## src/rtl/uart_pkg.sv

```systemverilog
// Shared UART receive constants: rx FSM state encoding, bit-period derivation
// and the number of bytes packed into one instruction word.
package uart_pkg;

  localparam logic [1:0] RX_IDLE  = 2'd0;
  localparam logic [1:0] RX_START = 2'd1;
  localparam logic [1:0] RX_DATA  = 2'd2;
  localparam logic [1:0] RX_STOP  = 2'd3;

  localparam int BYTES_PER_INSTR = 4;

  // Integer-truncated bit period in system clocks.
  function automatic int clks_per_bit(input int clk_hz, input int baud);
    return clk_hz / baud;
  endfunction

  localparam int CLKS_PER_BIT_DEF = clks_per_bit(12000000, 115200);

endpackage

```

## src/rtl/uart_rx_byte.sv

```systemverilog
// 8N1 byte receiver: 2-flop rx synchroniser, start/data/stop FSM and baud counter.
// With INSTR_TIMEOUT_EN defined an extra busy output reports FSM != IDLE.
module uart_rx_byte
  import uart_pkg::*;
#(
  parameter int CLKS_PER_BIT = CLKS_PER_BIT_DEF
) (
  input  logic       clk12,
  input  logic       rstn,
  input  logic       rx,
  output logic [7:0] data,
  output logic       valid,
  output logic       frame_err
`ifdef INSTR_TIMEOUT_EN
  ,
  output logic       busy
`endif
);

  localparam logic [15:0] BIT_END  = 16'(CLKS_PER_BIT - 1);
  localparam logic [15:0] HALF_END = 16'(CLKS_PER_BIT / 2 - 1);

  logic        rx_s1, rx_s2, rx_prev;
  logic [1:0]  state;
  logic [15:0] cnt;
  logic [2:0]  bit_idx;
  logic [7:0]  shreg;
  logic        take_bit;
  logic        stop_good;

  // Synchroniser; rx_prev gives the 1->0 edge so a line held low after a
  // framing error cannot re-arm until it has returned high.
  always_ff @(posedge clk12 or negedge rstn) begin
    if (!rstn) begin
      rx_s1   <= 1'b1;
      rx_s2   <= 1'b1;
      rx_prev <= 1'b1;
    end else begin
      rx_s1   <= rx;
      rx_s2   <= rx_s1;
      rx_prev <= rx_s2;
    end
  end

  assign take_bit  = (state == RX_DATA) && (cnt == BIT_END);
  assign stop_good = (state == RX_STOP) && (cnt == BIT_END) && rx_s2;

  always_ff @(posedge clk12 or negedge rstn) begin
    if (!rstn) begin
      state     <= RX_IDLE;
      cnt       <= '0;
      bit_idx   <= '0;
      valid     <= 1'b0;
      frame_err <= 1'b0;
    end else begin
      valid     <= 1'b0;
      frame_err <= 1'b0;
      case (state)
        RX_IDLE: begin
          cnt     <= '0;
          bit_idx <= '0;
          if (rx_prev && !rx_s2) state <= RX_START;
        end
        RX_START: begin
          if (cnt == HALF_END) begin
            cnt   <= '0;
            state <= rx_s2 ? RX_IDLE : RX_DATA;
          end else begin
            cnt <= cnt + 16'd1;
          end
        end
        RX_DATA: begin
          if (cnt == BIT_END) begin
            cnt     <= '0;
            bit_idx <= bit_idx + 3'd1;
            if (bit_idx == 3'd7) state <= RX_STOP;
          end else begin
            cnt <= cnt + 16'd1;
          end
        end
        default: begin
          if (cnt == BIT_END) begin
            cnt       <= '0;
            state     <= RX_IDLE;
            valid     <= rx_s2;
            frame_err <= !rx_s2;
          end else begin
            cnt <= cnt + 16'd1;
          end
        end
      endcase
    end
  end

  // Datapath registers carry no reset; valid qualifies them.
  always_ff @(posedge clk12) begin
    if (take_bit)  shreg <= {rx_s2, shreg[7:1]};
    if (stop_good) data  <= shreg;
  end

`ifdef INSTR_TIMEOUT_EN
  assign busy = (state != RX_IDLE);
`endif

endmodule

```

## src/rtl/uart_instr_assembler.sv

```systemverilog
// Packs four little-endian UART bytes into a 32-bit instruction with a 1-cycle strobe.
// Optional INSTR_TIMEOUT_EN discards a partial word after TIMEOUT_CLKS idle clocks.
module uart_instr_assembler
  import uart_pkg::*;
#(
  parameter int CLK_HZ = 12000000,
  parameter int BAUD   = 115200
`ifdef INSTR_TIMEOUT_EN
  ,
  parameter int TIMEOUT_CLKS = 120000
`endif
) (
  input  logic        clk12,
  input  logic        rstn,
  input  logic        rx,
  output logic [31:0] instruction,
  output logic        instruction_rcv,
  output logic        frame_err,
  output logic [1:0]  byte_count
);

  localparam logic [1:0] LAST_LANE = 2'(BYTES_PER_INSTR - 1);

  logic [7:0] rx_data;
  logic       rx_valid;
  logic       rx_frame_err;
  logic [7:0] lanes [3];

`ifdef INSTR_TIMEOUT_EN
  logic        rx_busy;
  logic [31:0] idle_cnt;
  logic        timeout_hit;
`endif

  uart_rx_byte #(
    .CLKS_PER_BIT(clks_per_bit(CLK_HZ, BAUD))
  ) u_rx (
    .clk12    (clk12),
    .rstn     (rstn),
    .rx       (rx),
    .data     (rx_data),
    .valid    (rx_valid),
    .frame_err(rx_frame_err)
`ifdef INSTR_TIMEOUT_EN
    ,
    .busy     (rx_busy)
`endif
  );

  assign frame_err = rx_frame_err;

`ifdef INSTR_TIMEOUT_EN
  // Idle clocks with a partial word pending; any start bit restarts the count.
  always_ff @(posedge clk12 or negedge rstn) begin
    if (!rstn) begin
      idle_cnt <= '0;
    end else if (rx_busy || byte_count == 2'd0) begin
      idle_cnt <= '0;
    end else if (!timeout_hit) begin
      idle_cnt <= idle_cnt + 32'd1;
    end
  end

  assign timeout_hit = (idle_cnt == 32'(TIMEOUT_CLKS));
`endif

  always_ff @(posedge clk12 or negedge rstn) begin
    if (!rstn) begin
      instruction     <= '0;
      instruction_rcv <= 1'b0;
      byte_count      <= '0;
    end else begin
      instruction_rcv <= 1'b0;
      if (rx_frame_err) begin
        byte_count <= '0;
      end else if (rx_valid) begin
        if (byte_count == LAST_LANE) begin
          instruction     <= {rx_data, lanes[2], lanes[1], lanes[0]};
          instruction_rcv <= 1'b1;
          byte_count      <= '0;
        end else begin
          byte_count <= byte_count + 2'd1;
        end
      end
`ifdef INSTR_TIMEOUT_EN
      else if (timeout_hit) begin
        byte_count <= '0;
      end
`endif
    end
  end

  // Lanes are only read behind byte_count, so stale contents are harmless.
  always_ff @(posedge clk12) begin
    if (rx_valid && byte_count != LAST_LANE) lanes[byte_count] <= rx_data;
  end

endmodule

```

## config.mk

```make
export PLATFORM = sky130hd
export DESIGN_NAME = uart_instr_assembler
export DESIGN_NICKNAME = d
export VERILOG_FILES = /design/src/rtl/uart_pkg.sv /design/src/rtl/uart_rx_byte.sv /design/src/rtl/uart_instr_assembler.sv
export SDC_FILE = /design/constraint.sdc
export NUM_CORES = 1
export LEC_CHECK = 0
export CAP_MARGIN = 30
export CORE_MARGIN = 5
export CORE_UTILIZATION = 40
export DETAILED_ROUTE_END_ITERATION = 16
export PLACE_DENSITY = 0.7
export SYNTH_ARGS = -nofsm -noshare
export SYNTH_HDL_FRONTEND = slang
export SYNTH_SLANG_ARGS = --single-unit
```

## constraint.sdc

```tcl
create_clock -name clk12 -period 7.15 [get_ports clk12]
set_input_delay 1.43 -clock clk12 [delete_from_list [all_inputs] [get_ports clk12]]
set_output_delay 1.43 -clock clk12 [all_outputs]
set_load 0.005 [all_outputs]
```

==> results.md <==
- Outcome: complete, no violations
- Nets: 373
- Synth Instances: 321
- Antenna violations before repair: 0
- Slowest stage cell, crit path: clkdlybuf4s50_1
- CTS tree: done
- Grt ovf: 0
- Layout Cell Area excl Fill: 4606 um^2
- Final period utilization: 0.3850
- H-tree levels: 3
- Hold Path Depth: 0
- Fill count: 875
- Xor/xnor share of the synthesized area: 0.03129
- Unique masters post-synth: 35
- Post-synthesis adder-cell area fraction: 0.02554
- DIE WIDTH: 109.0 um
- First-pass GRT wire length: 10.69 mm
- Mapped cell area: 3919 um^2
- Max Transition Viols Final: 0
- Clock root buffer: clkbuf_8
- Number of vias per cell: 4.588
- Syn_nets: 332
- # DRC: 0
- Layout Area Growth over Synthesis: 17.53%
- Worst-path clk slew: 0.09 ns
- Vias post-DR: 2,294
- Clock Latency Late Sink: 0.35 ns
- Worst-path maximum fanout: 6
- Final hold violations: 0
- GRT Overall Usage: 0.1144
- Mean Syn Cell Area: 12.21 um^2
- Clock Skew: 0.01195 ns
- Input/output buffers: 38
- Clock share of power: 0.319
- Setup CP Type: register to primary output
- WP data arrival: 1.32 ns
- Critical Path Sink Type: primary output
- # setup viols final: 0
- RR Startpoint: u_rx.cnt[3]
- CTS buffer count: 9
- Sw frac: 0.2476
- Seq/Total Area, Yosys: 0.6970
- Placed cell area: 4425 um^2
- Io pins: 39
- Core Box Area: 9684 um^2
- Worst Hold End: u_rx.rx_s2
- Critical path data required time: 5.72 ns
- Highest-count cells in the layout ignoring fill and taps: 101 x nand2_1, 58 x dfrtp_1, 40 x edfxtp_1
- Largest net degree at the start of global routing: 62
- Fraction of layout cells with a size suffix above 1: 0.09809
- Vias in the first global route: 2,208
- Max Fclk: 363.3 MHz
- CP cell instances: clkdlybuf4s50_1
- Post-Synth Simple-Gate Area: 0.2069
- Main combinational cell family by area after synthesis: simple AND/OR/NAND/NOR gates
- Initial Util: 0.4047
- CTS max path bufs: 2
- Synthesized flop and latch total: 101
- Comb pwr share: 0.064
- Max-slew headroom: 0.3933
- Int Power: 0.0007774 W
- # rows: 36
- Register area: 2731 um^2
- Average wire per standard cell: 12.26 um
- Crit path largest cell delay: 0.54 ns
- Max-Cap Viols: 0
- Postcts setup bufs: 0
- Crit-path leading delay family: buffers and inverters
- Seq pwr share: 0.617
- # clock sinks: 101
- Final WL: 6.130 mm
- Worst Setup Start Kind: register
- Die height: 109.0 um
- Peak VDD IR: 0.1257 mV
- Hold buffer count at CTS: 0
- NetSw: 0.0002558 W
- Dpl hpwl: 4.137 mm
- Crit. path cell count: 1
- Reg-to-reg slack, setup: 4.40 ns
- Fin util: 0.4756
- Leakage: 1.945 nW
- Multi-input logic area: 1107 um^2
- Reg-to-Reg End: u_rx.data[1]
- Ant. Diodes: 0
- Yosys warning count: 0
- Initial DRC count: 73
- R2R depth: 4
- Hold wc startpoint: u_rx.rx_s1
- Final TNS setup: 0 ns
- Routability cong.: 0.8317
- Actual slew at the worst max-slew pin: 0.9090 ns
- CP bufs+invs: 1
- RSZ-0062 raised after global routing: no
- Synth Area in Compound Gates: 0.01373
- Min-Delay Path Class: register to register
- Resize count post-CTS: 0
- Mux share of post-synthesis cell area: 0.005109
- DR pass1 iterations: 6
- Most common cell after layout, fill and taps aside: nand2_1
- Routed Antenna Nets: 0
- Die area: 11,880 um^2
- Tmin final: 2.753 ns
- Power Dens Cells: 224.3 nW/um^2
-- power by group through the flow --
stage	clock network (W)	registers [W]	logic, W
after floorplan	0	0.000643	0.0000553
after global placement	0	0.000649	0.0000670
after detailed placement	0	0.000650	0.0000669
after CTS	0.000344	0.000638	0.0000675
after global routing	0.000368	0.000641	0.0000752
final	0.000330	0.000638	0.0000656
-- logic make-up after synthesis --
kind of cell	after synthesis
multiplexers	2
XOR/XNOR	14
AND/OR/NAND/NOR	173
adder cells (fa/ha/maj)	8
buffers and inverters	18
AO/OA/AOI/OAI	5
flip-flops	101
-- layer usage --
layer,global-route usage,up-vias,routed length (um)
met4,0.02885,0,31
li1,-,1159,-
met1,0.1458,1093,2795
met2,0.1930,38,3059
met3,0.03197,4,243
met5,0,-,0
-- metrics by stage --
| step | power (W) | setup WS (ns) | hold WS (ns) | std cells |
|---|---|---|---|---|
| finish | 0.001033 | 4.397 | 0.3613 | 500 |
| detailed placement | 0.0007166 | 4.420 | 0.3510 | 484 |
| global route | 0.001084 | 4.213 | 0.3691 | 500 |
| CTS | 0.001049 | 4.368 | 0.3651 | 500 |
| global placement | 0.0007161 | 4.537 | 0.3465 | 484 |
| floorplan | 0.0006981 | 4.772 | 0.3452 | 321 |
-- sequential cells by signal, summed over array words and instances (netlist names), 2 cells and up --
register      flops
u_rx.data         8
u_rx.bit_idx      3
u_rx.shreg        8
u_rx.cnt         16
byte_count        2
u_rx.state        2
instruction      32
lanes            24
-- Yosys cell counts, drive strengths merged --
master    n  area (um^2)
nand3b    4        30.03
inv       8        30.03
xnor2    12        105.1
xor2      2        17.52
or4bb     1        11.26
clkbuf    7        26.28
nand2   101        379.1
ha        8        100.1
buf       3        23.76
nor2b     3        18.77
nand4b    2        17.52
nor4      7        43.79
a22oi     1        21.27
a211o     1        8.760
nor2     26        122.6
nor3b     1        7.510
o211ai    1        7.510
a32oi     1        8.760
or4       4        41.29
dfstp     3        78.83
nand4     4        25.02
mux2i     2        20.02
nand3    12        60.06
nor3      2        10.01
o21a      1        7.510
dfrtp    58         1451
or4b      1        10.01
edfxtp   40         1201
and3      1        6.260
and2      3        18.77
nor4b     1        8.760
-- layout make-up --
class | instances | share of cell area
sequential | 101 | 0.5930
multi-input combinational | 202 | 0.2404
timing repair buffer | 40 | 0.08476
tap | 133 | 0.03613
clock buffer | 10 | 0.02771
clock inverter | 6 | 0.01141
inverter | 8 | 0.006520
-- worst max path at each step --
| stage | startpoint | to |
|---|---|---|
| after floorplan | u_rx.cnt[3] | u_rx.data[0] |
| after global placement | u_rx.cnt[3] | u_rx.data[6] |
| after detailed placement | u_rx.cnt[3] | u_rx.data[6] |
| after CTS | byte_count[0] | byte_count[0] |
| after global routing | u_rx.cnt[11] | u_rx.data[7] |
| final | byte_count[0] | byte_count[0] |
Note: power is estimated with default switching activity, not from simulation.
==> patch: new RTL, same flow settings <==
Build with the macro `INSTR_TIMEOUT_EN` defined.
--- a/src/rtl/uart_rx_byte.sv
+++ b/src/rtl/uart_rx_byte.sv
@@ -1,5 +1,7 @@
 // 8N1 byte receiver: 2-flop rx synchroniser, start/data/stop FSM and baud counter.
 // With INSTR_TIMEOUT_EN defined an extra busy output reports FSM != IDLE.
+`define INSTR_TIMEOUT_EN
+
 module uart_rx_byte
   import uart_pkg::*;
 #(
Function: same outputs for any inputs over 10 cycles, from zero or initial values and one cycle with rstn low; that may be too few to reach the edited logic, so the function may still have changed.
==> patch against the unedited design <==
  * Wire length is 69% higher
  * Area after synthesis rose by 40%
  * Setup slack worse by 68 ps
  * Synthesized cell count increased by 54%
  * Power increased by 76%
  * Sequential cell count is 32 higher
  * Final area rose by 45%
  * Global-route usage up 2.6 points
  * Via count grew 60%
  * Count of clock-buffer cells in the layout rose by 9
==> patch: results <==
sta:
  finClkSkew_ps: 6.71
  slew_headroom: 0.352
  hold_slack_ps: 362
power_and_ir_drop:
  p_sw_mw: 0.415
  cellLeakagePower_nw: 2.79
  ir_drop_mv: 0.216
global_routing:
  met3_usage: 0.0383
  use_met1: 0.180
  grt.total_usage: 0.141
  use_met2: 0.228
  first_global_vias: 3802
route:
  wl_met3_microns: 435
  drtPass1Iterations: 4
  drt_iter0_markers: 250
  wl_met2_mm: 5.03
  wl_mm: 10.4
  vias: 3679
  m1WireLength_mm: 4.73
yosys:
  ys_types: 48
  synthTopCellsByArea: "dfrtp_1, edfxtp_1, nand2_1, xor2_1, nor2_1"
  synth_seq_area_share: 0.646
  syn-num-nets: 506
  synth_common_cells: "nand2_1, dfrtp_1, edfxtp_1"
worst_setup_path:
  reg2reg_from: "u_rx.cnt[7]"
  crit_start: "byte_count[1]"
  reg2reg_slack_ps: 4540
  endpoint: "byte_count[1]"
  critPathMaxFanout: 4
  arrival_ps: 1390
layout:
  reg.largest.list: "idle_cnt x32, instruction x32, lanes x24"
  clock_buffers: 19
  regArea_sq_um: 3530
  final_layout_size_suffix_gt1_frac: 0.0901
  design.seq.count: 133
  multi_input_gates: 340
  buf_share: 0.0638
  nonClockBufferCount: 42
  clkCellAreaFrac: 0.0925
  multi_input_area_sq_um: 1850
clock_network:
  cts_made_buffers: 17
  cts.clk_slew.worst_paths_ps: 60
  h-tree-depth: 4
  clk_latency_ps: 410
place:
  post-dp-hpwl_mm: 7.01
  dp_slack_ps: 4560
floorplanning:
  taps: 176
run_status:
  status: "completed"
-- patch: power groups by stage --
stage | Combinational [mW] | Clock (mW) | Sequential, mW
2_1_floorplan | 0.0739 | 0 | 0.842
4_1_cts | 0.0883 | 0.904 | 0.845
5_1_grt | 0.100 | 0.939 | 0.850
3_3_place_gp | 0.0827 | 0 | 0.857
6_report | 0.0849 | 0.889 | 0.845
3_5_place_dp | 0.0879 | 0 | 0.859
-- patch: cell families (layout without fill, tap and decap cells) --
family / after synthesis / in the layout / share of synthesized area
AOI/OAI and AO/OA: 39 / 39 / 0.0444
xor gates and xnor gates: 31 / 31 / 0.0496
adders and majority gates: 9 / 9 / 0.0206
buffers and inverters: 21 / 82 / 0.0169
DFF: 133 / 133 / 0.646
and+or+nand+nor: 261 / 261 / 0.223
-- patch: metrics by stage --
step / utilization / instances
finish: 0.500 / 731
global route: 0.500 / 731
CTS: 0.499 / 730
detailed placement: 0.453 / 698
global placement: 0.451 / 697
floorplan: - / 494
